===== src/rtl/cordic_pkg.sv =====
// Shared constants, result record and theta normaliser for the CORDIC scheduler.
package cordic_pkg;

  localparam int CORDIC_LAT = 20;
  localparam int ANG_W      = 25;
  localparam int DATA_W     = 32;
  localparam int ID_W       = 3;
  localparam logic [ANG_W-1:0] ANG_360 = 25'(360 << 16);

  typedef struct packed {
    logic [ID_W-1:0]   id;
    logic [DATA_W-1:0] sin;
    logic [DATA_W-1:0] cos;
  } cor_res_t;

  // Folds [360, 512) degrees back into [0, 152) with one subtraction; upper bits dropped.
  function automatic logic [DATA_W-1:0] norm_theta(input logic [DATA_W-1:0] theta);
    logic [ANG_W-1:0] t;
    t = theta[ANG_W-1:0];
    if (t[ANG_W-1:16] >= 9'd360) t = t - ANG_360;
    return {{(DATA_W-ANG_W){1'b0}}, t};
  endfunction

endpackage


===== src/rtl/sched_fifo.sv =====
// Synchronous FIFO with flop storage and full/empty flags; data reads as 0 when empty.
module sched_fifo #(
  parameter int WIDTH = 8,
  parameter int DEPTH = 16
) (
  input  logic             clk,
  input  logic             rst_n,
  input  logic             push,
  input  logic [WIDTH-1:0] wdata,
  input  logic             pop,
  output logic [WIDTH-1:0] rdata,
  output logic             full,
  output logic             empty
);

  localparam int AW = (DEPTH > 1) ? $clog2(DEPTH) : 1;
  localparam int CW = $clog2(DEPTH + 1);

  logic [WIDTH-1:0] mem [DEPTH];
  logic [AW-1:0]    wr_ptr;
  logic [AW-1:0]    rd_ptr;
  logic [CW-1:0]    count;
  logic             do_push;
  logic             do_pop;

  assign full    = (count == CW'(DEPTH));
  assign empty   = (count == '0);
  assign do_push = push & ~full;
  assign do_pop  = pop & ~empty;
  assign rdata   = empty ? '0 : mem[rd_ptr];

  // Pointer and occupancy bookkeeping; pointers wrap at DEPTH so any depth works.
  always_ff @(posedge clk or negedge rst_n) begin
    if (!rst_n) begin
      wr_ptr <= '0;
      rd_ptr <= '0;
      count  <= '0;
    end else begin
      if (do_push) wr_ptr <= (wr_ptr == AW'(DEPTH - 1)) ? '0 : wr_ptr + 1'b1;
      if (do_pop)  rd_ptr <= (rd_ptr == AW'(DEPTH - 1)) ? '0 : rd_ptr + 1'b1;
      case ({do_push, do_pop})
        2'b10:   count <= count + 1'b1;
        2'b01:   count <= count - 1'b1;
        default: count <= count;
      endcase
    end
  end

  // Storage write; contents are only observed through rdata while non-empty.
  always_ff @(posedge clk) begin
    if (do_push) mem[wr_ptr] <= wdata;
  end

endmodule


===== src/rtl/cordic_sched.sv =====
// Round-robin, credit-paced front end sharing one cordic_mod among NREQ requesters.
// Handshakes: a transfer happens in a cycle where valid and ready are both high;
// req_rdy is one-hot (winner only), and res_vld stays high with stable data until res_rdy.
module cordic_sched
  import cordic_pkg::*;
#(
  parameter int NREQ      = 4,
  parameter int CREDITS   = 16,
  parameter int ISSUE_GAP = 2
) (
  input  logic                      clk,
  input  logic                      rst_n,
  input  logic [NREQ-1:0]           req_vld,
  output logic [NREQ-1:0]           req_rdy,
  input  logic [NREQ*DATA_W-1:0]    req_theta,
  output logic [DATA_W-1:0]         cor_theta,
  output logic                      cor_shake,
  output logic                      cor_rdy,
  input  logic                      cor_vld,
  input  logic [DATA_W-1:0]         cor_sin,
  input  logic [DATA_W-1:0]         cor_cos,
  output logic                      res_vld,
  input  logic                      res_rdy,
  output logic [$clog2(NREQ)-1:0]   res_id,
  output logic [DATA_W-1:0]         res_sin,
  output logic [DATA_W-1:0]         res_cos,
  output logic                      err_orphan
);

  localparam int IW  = $clog2(NREQ);
  localparam int GW  = $clog2(ISSUE_GAP) + 1;
  localparam int CRW = $clog2(CREDITS + 1);
  localparam int RW  = IW + 2 * DATA_W;

  logic [IW-1:0]  last_q;
  logic [IW-1:0]  win;
  logic [IW:0]    cand;
  logic           found;
  logic [GW-1:0]  gap_q;
  logic [CRW-1:0] credit_q;
  logic           issue_ok;
  logic           accept;
  logic           res_pop;
  logic           tag_full;
  logic           tag_empty;
  logic [IW-1:0]  tag_id;
  logic           res_empty;
  logic           res_full;
  logic           res_push;
  logic [RW-1:0]  res_data;

  assign issue_ok = (gap_q == '0) && (credit_q != '0) && !tag_full;
  assign accept   = issue_ok && (req_vld != '0);
  assign req_rdy  = accept ? (NREQ'(1) << win) : '0;
  assign res_vld  = ~res_empty;
  assign res_pop  = res_vld & res_rdy;
  assign res_push = cor_vld & ~tag_empty & ~res_full;
  assign {res_id, res_sin, res_cos} = res_data;

  // Round-robin search starting one past the last granted index.
  always_comb begin
    win   = last_q;
    found = 1'b0;
    cand  = '0;
    for (int k = 1; k <= NREQ; k++) begin
      cand = {1'b0, last_q} + (IW+1)'(k);
      if (cand >= (IW+1)'(NREQ)) cand = cand - (IW+1)'(NREQ);
      if (!found && req_vld[cand[IW-1:0]]) begin
        found = 1'b1;
        win   = cand[IW-1:0];
      end
    end
  end

  // Issue register, pacing counter and arbitration pointer.
  always_ff @(posedge clk or negedge rst_n) begin
    if (!rst_n) begin
      cor_theta <= '0;
      cor_shake <= 1'b0;
      last_q    <= IW'(NREQ - 1);
      gap_q     <= '0;
    end else begin
      cor_shake <= accept;
      if (accept) begin
        cor_theta <= norm_theta(req_theta[DATA_W*win +: DATA_W]);
        last_q    <= win;
        gap_q     <= GW'(ISSUE_GAP - 1);
      end else if (gap_q != '0) begin
        gap_q <= gap_q - 1'b1;
      end
    end
  end

  // Credits: one spent per issue, one returned per consumed result.
  always_ff @(posedge clk or negedge rst_n) begin
    if (!rst_n) begin
      credit_q <= CRW'(CREDITS);
    end else begin
      case ({accept, res_pop})
        2'b10:   credit_q <= credit_q - 1'b1;
        2'b01:   credit_q <= credit_q + 1'b1;
        default: credit_q <= credit_q;
      endcase
    end
  end

  // cor_rdy rises the first cycle after reset; err_orphan is sticky until reset.
  always_ff @(posedge clk or negedge rst_n) begin
    if (!rst_n) begin
      cor_rdy    <= 1'b0;
      err_orphan <= 1'b0;
    end else begin
      cor_rdy <= 1'b1;
      if (cor_vld && tag_empty) err_orphan <= 1'b1;
    end
  end

  sched_fifo #(.WIDTH(IW), .DEPTH(CREDITS)) u_tag_fifo (
    .clk   (clk),
    .rst_n (rst_n),
    .push  (accept),
    .wdata (win),
    .pop   (cor_vld),
    .rdata (tag_id),
    .full  (tag_full),
    .empty (tag_empty)
  );

  sched_fifo #(.WIDTH(RW), .DEPTH(CREDITS)) u_res_fifo (
    .clk   (clk),
    .rst_n (rst_n),
    .push  (res_push),
    .wdata ({tag_id, cor_sin, cor_cos}),
    .pop   (res_pop),
    .rdata (res_data),
    .full  (res_full),
    .empty (res_empty)
  );

endmodule

===== config.mk =====
export PLATFORM = sky130hd
export DESIGN_NAME = cordic_sched
export DESIGN_NICKNAME = d
export VERILOG_FILES = /design/src/rtl/cordic_pkg.sv /design/src/rtl/sched_fifo.sv /design/src/rtl/cordic_sched.sv
export SDC_FILE = /design/constraint.sdc
export NUM_CORES = 1
export LEC_CHECK = 0
export CAP_MARGIN = 30
export CORE_UTILIZATION = 25
export DETAILED_ROUTE_END_ITERATION = 10
export DONT_BUFFER_PORTS = 1
export GPL_TIMING_DRIVEN = 0
export PLACE_DENSITY_LB_ADDON = 0.12
export SYNTH_ARGS = -nofsm -noshare
export SYNTH_HDL_FRONTEND = slang
export SYNTH_HIERARCHICAL = 1
export SYNTH_SLANG_ARGS = --single-unit
export TNS_END_PERCENT = 20

===== constraint.sdc =====
create_clock -name clk -period 18.2 [get_ports clk]
set_input_delay 3.64 -clock clk [delete_from_list [all_inputs] [get_ports clk]]
set_output_delay 3.64 -clock clk [all_outputs]
set_load 0.1 [all_outputs]

==> results by group <==
Critical path
  • Crit path DAT: 5.82 ns
  • RR Startpoint: u_res_fifo/count[4]$_DFFE_PN0P_
  • FF-to-FF setup slack: 13.21 ns
  • Critical path class: in2out
  • R2R cell count: 15
  • CP cell instances: nand2_2 -> a21oi_2 -> a311oi_4 -> buf_4 -> clkbuf_1 -> nand2_1 -> nor2_2 -> buf_8
  • Reg2Reg Capture Point: u_res_fifo/mem[0][34]$_DFFE_PP_
  • Max Fanout on Critical Path: 10
  • Setup crit end kind: output pin
  • Max incr delay on CP: a little over 0.5 ns
  • WP data required: roughly 15 ns
  • Slowest stage cell, crit path: clkbuf_1
  • Crit start category: input port

Hold path
  • Hold EP: credit_q[3]$_DFFE_PN0P_
  • Hold Crit Start: credit_q[3]$_DFFE_PN0P_
  • Hold Crit Depth: 2
  • Hold Path Class: reg2reg

Clock network
  • # resized after CTS: 0
  • Clock sinks: between 1,000 and 1,500
  • Deepest clock path buffer count: 3
  • Clk slew on worst S/H paths: 0.06 ns
  • CTS tree: done
  • Root Buffer: clkbuf_16
  • Worst skew pair latency: 0.77 ns
  • Post CTS Setup Buffer Count: 0
  • H-tree lvl count: 4
  • Post-cts hold buffer count: 0
  • Num CTS Buffers: around 140

Layout
  • Core Util, Final: between 30% and 40%
  • Share of layout cells above drive strength 1: 26.7%
  • Layout area overhead: 23.3%
  • Fillers: approximately 18,000
  • Most frequent cells in the layout: edfxtp_1, mux4_2, o211ai_1
  • Final Instance Area: 56,900 um2
  • Most common cell after layout, fill and taps aside: edfxtp_1
  • Final nets: around 2,900

Yosys
  • Top cell type by total area after synthesis: edfxtp_1
  • Post-synthesis sequential area ratio: 74.2%
  • Syn Inst Count: 2,335
  • Syn_area_per_cell: between 15 and 20 um2
  • Ys async rst share: 5.47%
  • Post-synth top area share: a little over 70%
  • Mapped cell area: 46,200 um2
  • Top FF cell, synth: edfxtp_1
  • Number of synthesized flops with an enable pin: 1,088
  • Yosys reg bits: 1,151
  • Synth Warn #: 6
  • Area contributors post-synth: edfxtp_1, mux4_2, dfrtp_1
  • Post-synth cell types: 69

Timing
  • Maximum operating frequency: 106 MHz
  • Slew headroom: 31.7%
  • Final Hold Viols: 0
  • TNS Setup: 0 ns
  • Final setup vio count: 0
  • Period utilisation layout: 52.0%
  • Min Tclk post-route: roughly 9.5 ns
  • RSZ-0062 raised after global routing: false
  • Worst Tran Pin Value: slightly above 1 ns
  • Max Slew Vio Count: 0
  • Worst setup skew after layout: 0.0399 ns

Place
  • IO buf count: 0
  • GPL Wtd Cong: 0.783
  • Placement-stage cell area: 52,700 um2
  • Placed wire-length estimate: 92.1 mm

Job
  • # Max-Cap Violations: 0

Floorplan
  • IO Count: 306
  • Core area: 183,000 um2
  • DIE WIDTH: 432 um
  • FP Rows: 157
  • Die area: 186,000 um2
  • Initial core utilization: 25.2%
  • Die height: ~430 um

Route
  • DR pass1 iterations: 5
  • Avg WL per Cell: between 20 and 30 um
  • Remaining DRCs: 0
  • Final wirelength: 134 mm
  • Vias per cell: 4.60
  • ANT nets after route: 0
  • Vias: 24,000
  • DR iter-0 viols: 1,876

Power
  • Register share of total power: between 30% and 40%
  • Pleak: about 18 nW
  • Switch share: 40.4%
  • Peak VDD IR: about 0.00025 V
  • Clock network power share: between 20% and 30%
  • Total power per unit cell area: 198 nW/um2
  • Internal Power: 0.00671 W
  • Psw: about 0.0046 W
  • Combinational Power Share: 45.3%

Global routing
  • Largest net degree at the start of global routing: 64
  • GRT Resource Usage Total: 14.4%
  • First-pass GRT wire length: 191 mm
  • Initial antenna violation count: 4
  • Number of global-route vias before repair: 26,100
  • Congestion Overflow GR: 0

Outcome
  • Status: finished clean
[logic make-up (layout without fill, tap and decap cells)]
logic type,count (synthesis),count (layout),share of synthesized area [%]
fa+ha+maj,22,22,0.612
simple gates,271,271,2.63
xor+xnor,25,25,0.474
buf+inv,190,588,1.96
other cells,2,10,0.0163
compound gates,322,322,5.04
mux,352,352,15.1
flops,1151,1151,74.2
[power by group through the flow]
stage / Combinational (W) / Clock [W] / Sequential [W]
after floorplan: 0.00301 / 0 / 0.00360
after global placement: 0.00407 / 0 / 0.00367
after detailed placement: 0.00522 / 0 / 0.00361
after CTS: 0.00523 / 0.00270 / 0.00356
after global routing: 0.00538 / 0.00279 / 0.00358
final: 0.00510 / 0.00261 / 0.00355
[worst max-delay path, delay by kind of cell]
family / cells / cell delay, ns
buffers and inverters: 3 / 1.01
AOI/OAI and AO/OA: 2 / 0.58
and+or+nand+nor: 3 / 0.57
[cell usage after synthesis, types with 2 or more instances]
library cell  number
mux2i_2            3
buf_6              5
o21ai_1           12
a21o_1             8
a211o_1            4
a32oi_1            6
o211ai_2           3
nand3_1           29
xor2_1            14
o31ai_1            4
and2_1             6
dfstp_2            3
inv_1             25
clkbuf_1          82
dfrtp_1           60
nor2_1            39
a21oi_2            2
a211oi_1           8
buf_8              3
o211ai_1         197
edfxtp_1        1088
nor4_1             4
nand2b_1           8
mux2i_1           68
nor2b_1            9
buf_1             16
mux2_2             6
a22o_1             2
nand2_1          147
o21a_1             2
or4_1              2
buf_2             45
a21boi_0           3
ha_1              21
nor3_1            14
a21oi_1           12
mux4_2           274
o21ai_2            2
buf_4             11
conb_1             2
xnor2_1           11
o21ai_0           48
[registers in the layout, summed over array words and instances (netlist names)]
signal             count
last_q                 2
u_tag_fifo/mem        32
cor_rdy                1
err_orphan             1
u_tag_fifo/count       5
u_res_fifo/rd_ptr      4
credit_q               5
u_res_fifo/mem      1056
cor_shake              1
u_tag_fifo/wr_ptr      4
u_res_fifo/wr_ptr      4
gap_q                  2
cor_theta             25
u_tag_fifo/rd_ptr      4
u_res_fifo/count       5
[final cells by class]
class	instances	area, um2	share of cell area [%]
Antenna cell	2	5.00	0.00879
Buffer	163	797	1.40
Clock buffer	170	3580	6.29
Clock inverter	69	641	1.13
Inverter	27	106	0.187
Multi-Input combinational cell	1000	11200	19.6
Sequential cell	1151	34300	60.2
Tap cell	2464	3080	5.42
Timing Repair Buffer	159	3300	5.79
[layer usage]
layer	part of all wire, %	global-route usage, %	vias up
li1	-	-	10300
met1	42	17.9	13000
met2	52	25.6	522
met3	4.0	2.76	162
met4	1.9	3.74	0
met5	0	0	-
[through the flow]
| stage | std cells | hold WS (ns) | setup slack (ns) | power [W] |
|---|---|---|---|---|
| 5_1_grt | 5203 | 0.544 | 8.59 | 0.0118 |
| 3_3_place_gp | 4805 | 0.485 | 1.49 | 0.00774 |
| 6_report | 5205 | 0.521 | 8.74 | 0.0113 |
| 4_1_cts | 5201 | 0.517 | 8.74 | 0.0115 |
| 3_5_place_dp | 4962 | 0.504 | 8.76 | 0.00882 |
| 2_1_floorplan | 2341 | 0.471 | 7.75 | 0.00661 |
[how the worst max path moves through the flow]
stage / from / end / slack [ns] / cells past startpoint
floorplan: req_vld[0] / req_rdy[1] / 7.75 / 5
global placement: cor_vld / u_res_fifo/mem[2][29]$_DFFE_PP_ / 1.49 / 5
detailed placement: req_vld[3] / req_rdy[2] / 8.76 / 8
CTS: req_vld[3] / req_rdy[2] / 8.74 / 8
global route: req_vld[3] / req_rdy[2] / 8.59 / 8
finish: req_vld[3] / req_rdy[2] / 8.74 / 8
No activity file was read; power rests on OpenSTA's default activity.
